[config.mk]
export PLATFORM = sky130hd
export DESIGN_NAME = alu_mc
export DESIGN_NICKNAME = d
export VERILOG_FILES = /design/src/rtl/alu_mc.sv
export SDC_FILE = /design/constraint.sdc
export NUM_CORES = 1
export LEC_CHECK = 0
export ABC_AREA = 1
export CORE_MARGIN = 2
export CORE_UTILIZATION = 35
export CTS_BUF_LIST = sky130_fd_sc_hd__clkbuf_16
export DETAILED_ROUTE_END_ITERATION = 16
export PLACE_DENSITY = 0.51
export SLEW_MARGIN = 5
export SYNTH_ARGS = -nofsm -noshare
export SYNTH_HDL_FRONTEND = slang
export SYNTH_SLANG_ARGS = --single-unit
[constraint.sdc]
create_clock -name clk -period 4.4 [get_ports clk]
set_input_delay 0.88 -clock clk [delete_from_list [all_inputs] [get_ports clk]]
set_output_delay 0.88 -clock clk [all_outputs]
set_load 0.1 [all_outputs]
[src/rtl/alu_mc.sv]
// Multi-cycle ALU: single-cycle logic/arithmetic ops plus iterative multiply
// and unsigned divide/remainder on one shared shift/add-subtract datapath.
// Ports:
//   clk, reset          clock and synchronous active-high reset
//   start               request, accepted when busy=0
//   SrcA, SrcB          operands, sampled at accept
//   ALUControl          op select, sampled at accept
//   busy                high while an iterative op is running
//   done                one-cycle pulse, ALUResult valid
//   ALUResult, Zero     registered result and zero flag, held until next done
module alu_mc #(
  parameter int unsigned N  = 32,
  parameter int unsigned CW = $clog2(N + 1)
) (
  input  logic         clk,
  input  logic         reset,
  input  logic         start,
  input  logic [N-1:0] SrcA,
  input  logic [N-1:0] SrcB,
  input  logic [3:0]   ALUControl,
  output logic         busy,
  output logic         done,
  output logic [N-1:0] ALUResult,
  output logic         Zero
);

  typedef enum logic [1:0] {StIdle, StRun, StDone} state_e;

  state_e         state_q, state_d;
  logic [3:0]     op_q;
  logic [N-1:0]   b_q;
  logic [N-1:0]   hi_q, hi_d;   // product high half / partial remainder
  logic [N-1:0]   lo_q, lo_d;   // multiplier->product low half / dividend->quotient
  logic [CW-1:0]  cnt_q, cnt_d;
  logic [N-1:0]   result_q, result_d;
  logic           zero_q, zero_d;

  logic           accept, iter_in, is_div;
  logic [N-1:0]   simple_res, step_hi, step_lo;
  logic [N:0]     opnd;
  logic [N+1:0]   addend, sum;

  assign accept  = start && (state_q != StRun);
  assign iter_in = (ALUControl[3:2] == 2'b10);
  assign is_div  = op_q[1];

  always_comb begin
    simple_res = '0;
    case (ALUControl)
      4'b0000: simple_res = SrcA & SrcB;
      4'b0001: simple_res = SrcA | SrcB;
      4'b0010: simple_res = SrcA + SrcB;
      4'b0110: simple_res = SrcA + ~SrcB + N'(1);
      4'b0111: simple_res = N'($signed(SrcA) < $signed(SrcB));
      default: simple_res = '0;
    endcase
  end

  // Shared adder. Multiply adds B gated by the multiplier LSB; divide subtracts
  // B from the left-shifted remainder, and the extra top bit flags a borrow.
  always_comb begin
    opnd    = is_div ? {hi_q, lo_q[N-1]} : {1'b0, hi_q};
    addend  = is_div ? ~{2'b00, b_q} : (lo_q[0] ? {2'b00, b_q} : '0);
    sum     = {1'b0, opnd} + addend + {{(N+1){1'b0}}, is_div};
    step_hi = '0;
    step_lo = '0;
    if (!is_div) begin
      step_hi = sum[N:1];
      step_lo = {sum[0], lo_q[N-1:1]};
    end else if (!sum[N+1]) begin
      step_hi = sum[N-1:0];
      step_lo = {lo_q[N-2:0], 1'b1};
    end else begin
      step_hi = opnd[N-1:0];
      step_lo = {lo_q[N-2:0], 1'b0};
    end
  end

  always_comb begin
    state_d  = state_q;
    hi_d     = hi_q;
    lo_d     = lo_q;
    cnt_d    = cnt_q;
    result_d = result_q;
    zero_d   = zero_q;
    case (state_q)
      StIdle, StDone: begin
        if (start) begin
          if (iter_in) begin
            state_d = StRun;
            hi_d    = '0;
            lo_d    = SrcA;
            cnt_d   = CW'(N);
          end else begin
            state_d  = StDone;
            result_d = simple_res;
            zero_d   = (simple_res == '0);
          end
        end else begin
          state_d = StIdle;
        end
      end
      StRun: begin
        hi_d  = step_hi;
        lo_d  = step_lo;
        cnt_d = cnt_q - CW'(1);
        if (cnt_q == CW'(1)) begin
          state_d  = StDone;
          // MULHU and REMU take the high register, MUL and DIVU the low one.
          result_d = op_q[0] ? step_hi : step_lo;
          zero_d   = op_q[0] ? (step_hi == '0) : (step_lo == '0);
        end
      end
      default: state_d = StIdle;
    endcase
  end

  always_ff @(posedge clk) begin
    if (reset) begin
      state_q  <= StIdle;
      op_q     <= '0;
      b_q      <= '0;
      hi_q     <= '0;
      lo_q     <= '0;
      cnt_q    <= '0;
      result_q <= '0;
      zero_q   <= 1'b1;
    end else begin
      state_q  <= state_d;
      hi_q     <= hi_d;
      lo_q     <= lo_d;
      cnt_q    <= cnt_d;
      result_q <= result_d;
      zero_q   <= zero_d;
      if (accept) begin
        op_q <= ALUControl;
        b_q  <= SrcB;
      end
    end
  end

  assign busy      = (state_q == StRun);
  assign done      = (state_q == StDone);
  assign ALUResult = result_q;
  assign Zero      = zero_q;

endmodule

==> results.txt <==
Clock-pin slew was measured on the worst setup and hold paths at 0.06 ns. The die extent in y came out at 217 µm. The clock root buffer is sky130_fd_sc_hd__clkbuf_16. At the placement stage, the worst setup path has a slack of -0.182 ns. The number of optimization iterations in the first detailed-route pass is 5. The total of endpoints with negative setup slack in the final report came out at 0.

After clock tree synthesis, the flow added hold-fix buffers numbering 0. The internal power contribution came out at 2.77 mW. The post-detailed-route wirelength per cell came out at 20.0 µm. CTS built an H-tree with a depth of 4. The final-stage net count is 3159.

The switching power is 2.07 mW. The post-synthesis sequential area ratio is 17.6%. The number of buffer cells added on primary ports is 105. The clock tree buffer depth came out at 2. The worst setup path is of the in2reg kind. The number of global-route vias before repair came to 18200. The starting utilization of the core area is 35.6%.

In the synthesized netlist, the cells that appear most often are sky130_fd_sc_hd__nand2_1, sky130_fd_sc_hd__inv_1, sky130_fd_sc_hd__nor2_1. The number of antenna violations at the first check in global routing is 0. After layout, the worst setup slack is 0.345 ns. For this run, the number of Yosys warnings is 0. The area of the die is 0.0469 mm². The accumulated negative setup slack is 0 ns. The largest total area in the synthesized netlist belongs to sky130_fd_sc_hd__nand2_1. The number of primary I/O pins came out at 106. At the worst endpoint, the required time is 4.77 ns. The wire length after detailed routing came out at 71100 µm. The final setup skew came out at 0.0133 ns. The horizontal extent of the die came out at 217 µm. The global-route wire length before repair came out at 108000 µm. The total power after layout is 4.85 mW. In the finished design, the share of the clock period the worst path needs comes to 92.2%. The number of hold violations in the final report came out at 0. The count of nets left with antenna violations once routing finished came out at 0. The average cell area after synthesis is 5.62 µm².

The instance count along the most critical hold path is 2. The final design area excluding fillers came out at 0.0188 mm². Of the total power, the share spent switching nets is 42.8%. The fraction of registers with async set or reset after synthesis came out at 0%.

The number of different library cells used by synthesis comes to 57. Along the worst path, the maximum fanout reaches 4. TritonCTS built the clock tree. Of the total power, registers draw 29.1%. The share of power burned in combinational logic is 42.1%.

Setup repair after global routing left no endpoint under its margin. The area of the core came out at 0.0444 mm². For this run, the leading register cell type out of synthesis is sky130_fd_sc_hd__dfxtp_1.

By area the synthesized netlist is led by sky130_fd_sc_hd__nand2_1, sky130_fd_sc_hd__dfxtp_1, sky130_fd_sc_hd__ha_1. When the netlist entered floorplanning its net count stood at 3018. Detailed placement finished with a half-perimeter wire length of 59000 µm.

The largest voltage drop on the vdd net came out at 0.000191 V. The number of cells on the worst reg-to-reg path came out at 26. The detail-routed via count per cell is 5.27. The top cell type's share of synthesized area is 21.4%. The starting DRC count in detailed routing came out at 1439. The share of total power in the clock network is 28.9%. The run finished with clean final reports. The most common cell in the synthesized netlist is sky130_fd_sc_hd__nand2_1.

The placed instance area is 0.0182 mm². The reported leakage power is 9.21 nW. The path class of the tightest hold or removal check is reg2reg. The total overflow left after global routing is 0. The top achievable clock speed came out at 247 MHz. The power per standard cell area is 258 mW/mm². The total count of max-transition violations in the final report came out at 0. Data arrives at the worst endpoint at 4.43 ns. The final non-filler cell total came out at 3560.

The final routed DRC violation total came out at 0. At the pin with the least slew margin, the transition time is 1.02 ns. The number of sinks handled by clock tree synthesis came out at 139. The gate count after technology mapping is 2814.

The worst pin sits at a relative slew slack of 31.6%. The routability congestion estimate from global placement came out at 0.958. The final route contains 18800 vias.

The number of antenna diodes in the final layout is 0. TritonCTS created 17 clock buffers. The worst setup path is captured at a flip-flop. The aggregate global-route resource usage came out at 30.2%. At the later pin of the worst-skew pair, clock insertion delay measures 0.44 ns. Cells with a size suffix above 1 make up 7.82% of the layout. The floorplan has 77 rows.

The synthesis-to-finish area growth came out at 18.8%. The combined area of all synthesized cells is 0.0158 mm². The minimum clock period is 4.05 ns. The worst setup path is launched from an input pin.

Counting flops and latches in the post-synthesis netlist gives 139. The number of synthesized flops with an enable pin came out at 0. In this run, placement finished with an instance count of 3528. Entering global routing, the biggest net connects 74 pins. The max-cap check violation count came out at 0.
timing repair:
action | CTS | global route
resized for setup | 0 | 8
setup endpoints to repair | 0 | 1
hold endpoints to repair | 0 | 0
buffers inserted | 0 | 0
through the flow:
stage / hold slack, ns / util [%]
floorplan: 0.444 / -
global placement: 0.455 / 41.0
detailed placement: 0.456 / 41.0
CTS: 0.467 / 42.2
global route: 0.491 / 42.3
finish: 0.462 / 42.3
power by group through the flow:
stage | Clock, mW | Combinational (mW) | Sequential, mW
global placement | 0 | 2.02 | 1.43
CTS | 1.43 | 2.02 | 1.41
finish | 1.40 | 2.04 | 1.41
global route | 1.48 | 2.22 | 1.42
detailed placement | 0 | 2.01 | 1.43
floorplan | 0 | 1.03 | 1.64
cell families after synthesis:
group | Yosys count | share of synthesized area, %
mux | 1 | 0.0633
compound gates | 540 | 19.2
buf+inv | 495 | 12.1
simple gates | 1491 | 39.5
fa+ha+maj | 133 | 10.7
flops | 139 | 17.6
xor+xnor | 15 | 0.831
placed cells by master, fill, tap and decap left out, types with 5 or more instances in the layout:
cell type / Yosys / routed
sky130_fd_sc_hd__nor3_1: 25 / 23
sky130_fd_sc_hd__a2bb2oi_1: 5 / 5
sky130_fd_sc_hd__clkbuf_16: 0 / 18
sky130_fd_sc_hd__inv_2: 6 / 7
sky130_fd_sc_hd__xnor2_1: 12 / 12
sky130_fd_sc_hd__a31oi_1: 30 / 30
sky130_fd_sc_hd__or2_2: 13 / 13
sky130_fd_sc_hd__nor4_1: 6 / 6
sky130_fd_sc_hd__inv_1: 369 / 368
sky130_fd_sc_hd__and2_1: 5 / 5
sky130_fd_sc_hd__a21oi_2: 12 / 12
sky130_fd_sc_hd__clkdlybuf4s50_1: 0 / 103
sky130_fd_sc_hd__buf_4: 4 / 133
sky130_fd_sc_hd__o21ai_1: 3 / 6
sky130_fd_sc_hd__o21ai_0: 194 / 191
sky130_fd_sc_hd__ha_1: 129 / 129
sky130_fd_sc_hd__a21oi_1: 206 / 206
sky130_fd_sc_hd__nand2_2: 7 / 8
sky130_fd_sc_hd__o22ai_1: 17 / 17
sky130_fd_sc_hd__nor2_2: 4 / 5
sky130_fd_sc_hd__nand2_1: 902 / 901
sky130_fd_sc_hd__o21a_1: 14 / 14
sky130_fd_sc_hd__nor2_1: 231 / 227
sky130_fd_sc_hd__nand4_1: 32 / 32
sky130_fd_sc_hd__nand3b_1: 24 / 24
sky130_fd_sc_hd__o211ai_1: 40 / 40
sky130_fd_sc_hd__dfxtp_1: 139 / 138
sky130_fd_sc_hd__nand3_1: 230 / 229
layer usage:
metal / part of all wire, % / track usage (%) / vias to the layer above
met5: 0 / 0 / -
met1: 46 / 41.1 / 8740
li1: - / - / 9398
met3: 5.0 / 2.27 / 63
met4: 2.5 / 8.42 / 0
met2: 46 / 51.1 / 563
worst paths after layout:
kind | start | endpoint | slack [ns]
setup / recovery | SrcA[0] | Zero$_SDFFE_PP1P_ | 0.35
hold / removal | hi_q[2]$_SDFFE_PP0P_ | hi_q[2]$_SDFFE_PP0P_ | 0.46
setup reg to reg | lo_q[31]$_SDFFE_PP0P_ | Zero$_SDFFE_PP1P_ | 0.42
hold reg to reg | hi_q[2]$_SDFFE_PP0P_ | hi_q[2]$_SDFFE_PP0P_ | 0.46
worst max-delay path: stages:
cell and delay, ns:
sky130_fd_sc_hd__clkdlybuf4s50_1 0.49, sky130_fd_sc_hd__inv_1 0.06, sky130_fd_sc_hd__ha_1 0.23, sky130_fd_sc_hd__fa_1 0.42, sky130_fd_sc_hd__inv_1 0.07, sky130_fd_sc_hd__nand2_1 0.07
sky130_fd_sc_hd__o21ai_0 0.32, sky130_fd_sc_hd__nand2_1 0.13, sky130_fd_sc_hd__nand3_1 0.20, sky130_fd_sc_hd__nand2_1 0.08, sky130_fd_sc_hd__nand2_1 0.09, sky130_fd_sc_hd__nor2_1 0.05
sky130_fd_sc_hd__nor3_2 0.30, sky130_fd_sc_hd__nand2_1 0.10, sky130_fd_sc_hd__nor2_1 0.26, sky130_fd_sc_hd__nand3_1 0.12, sky130_fd_sc_hd__nor2_1 0.22, sky130_fd_sc_hd__nand4_1 0.13
sky130_fd_sc_hd__nand2_1 0.10, sky130_fd_sc_hd__nand2_1 0.05, sky130_fd_sc_hd__nand2_1 0.07
sequential cells by signal, summed over array words and instances, names as in the netlist:
signal     cells
ALUResult     32
b_q           32
hi_q          32
lo_q          32
cnt_q          6
op_q           2
state_q        2
Zero           1
cell type report:
| type | instances | area, µm² |
|---|---|---|
| inverters | 376 | 1410 |
| repair buffers | 241 | 2110 |
| clock inverters | 14 | 120 |
| well taps | 592 | 741 |
| flip-flops and latches | 139 | 2790 |
| fillers | 4992 | 25600 |
| multi-input cells | 2180 | 11200 |
| clock buffers | 18 | 450 |
(Power assumes the default switching activity.)
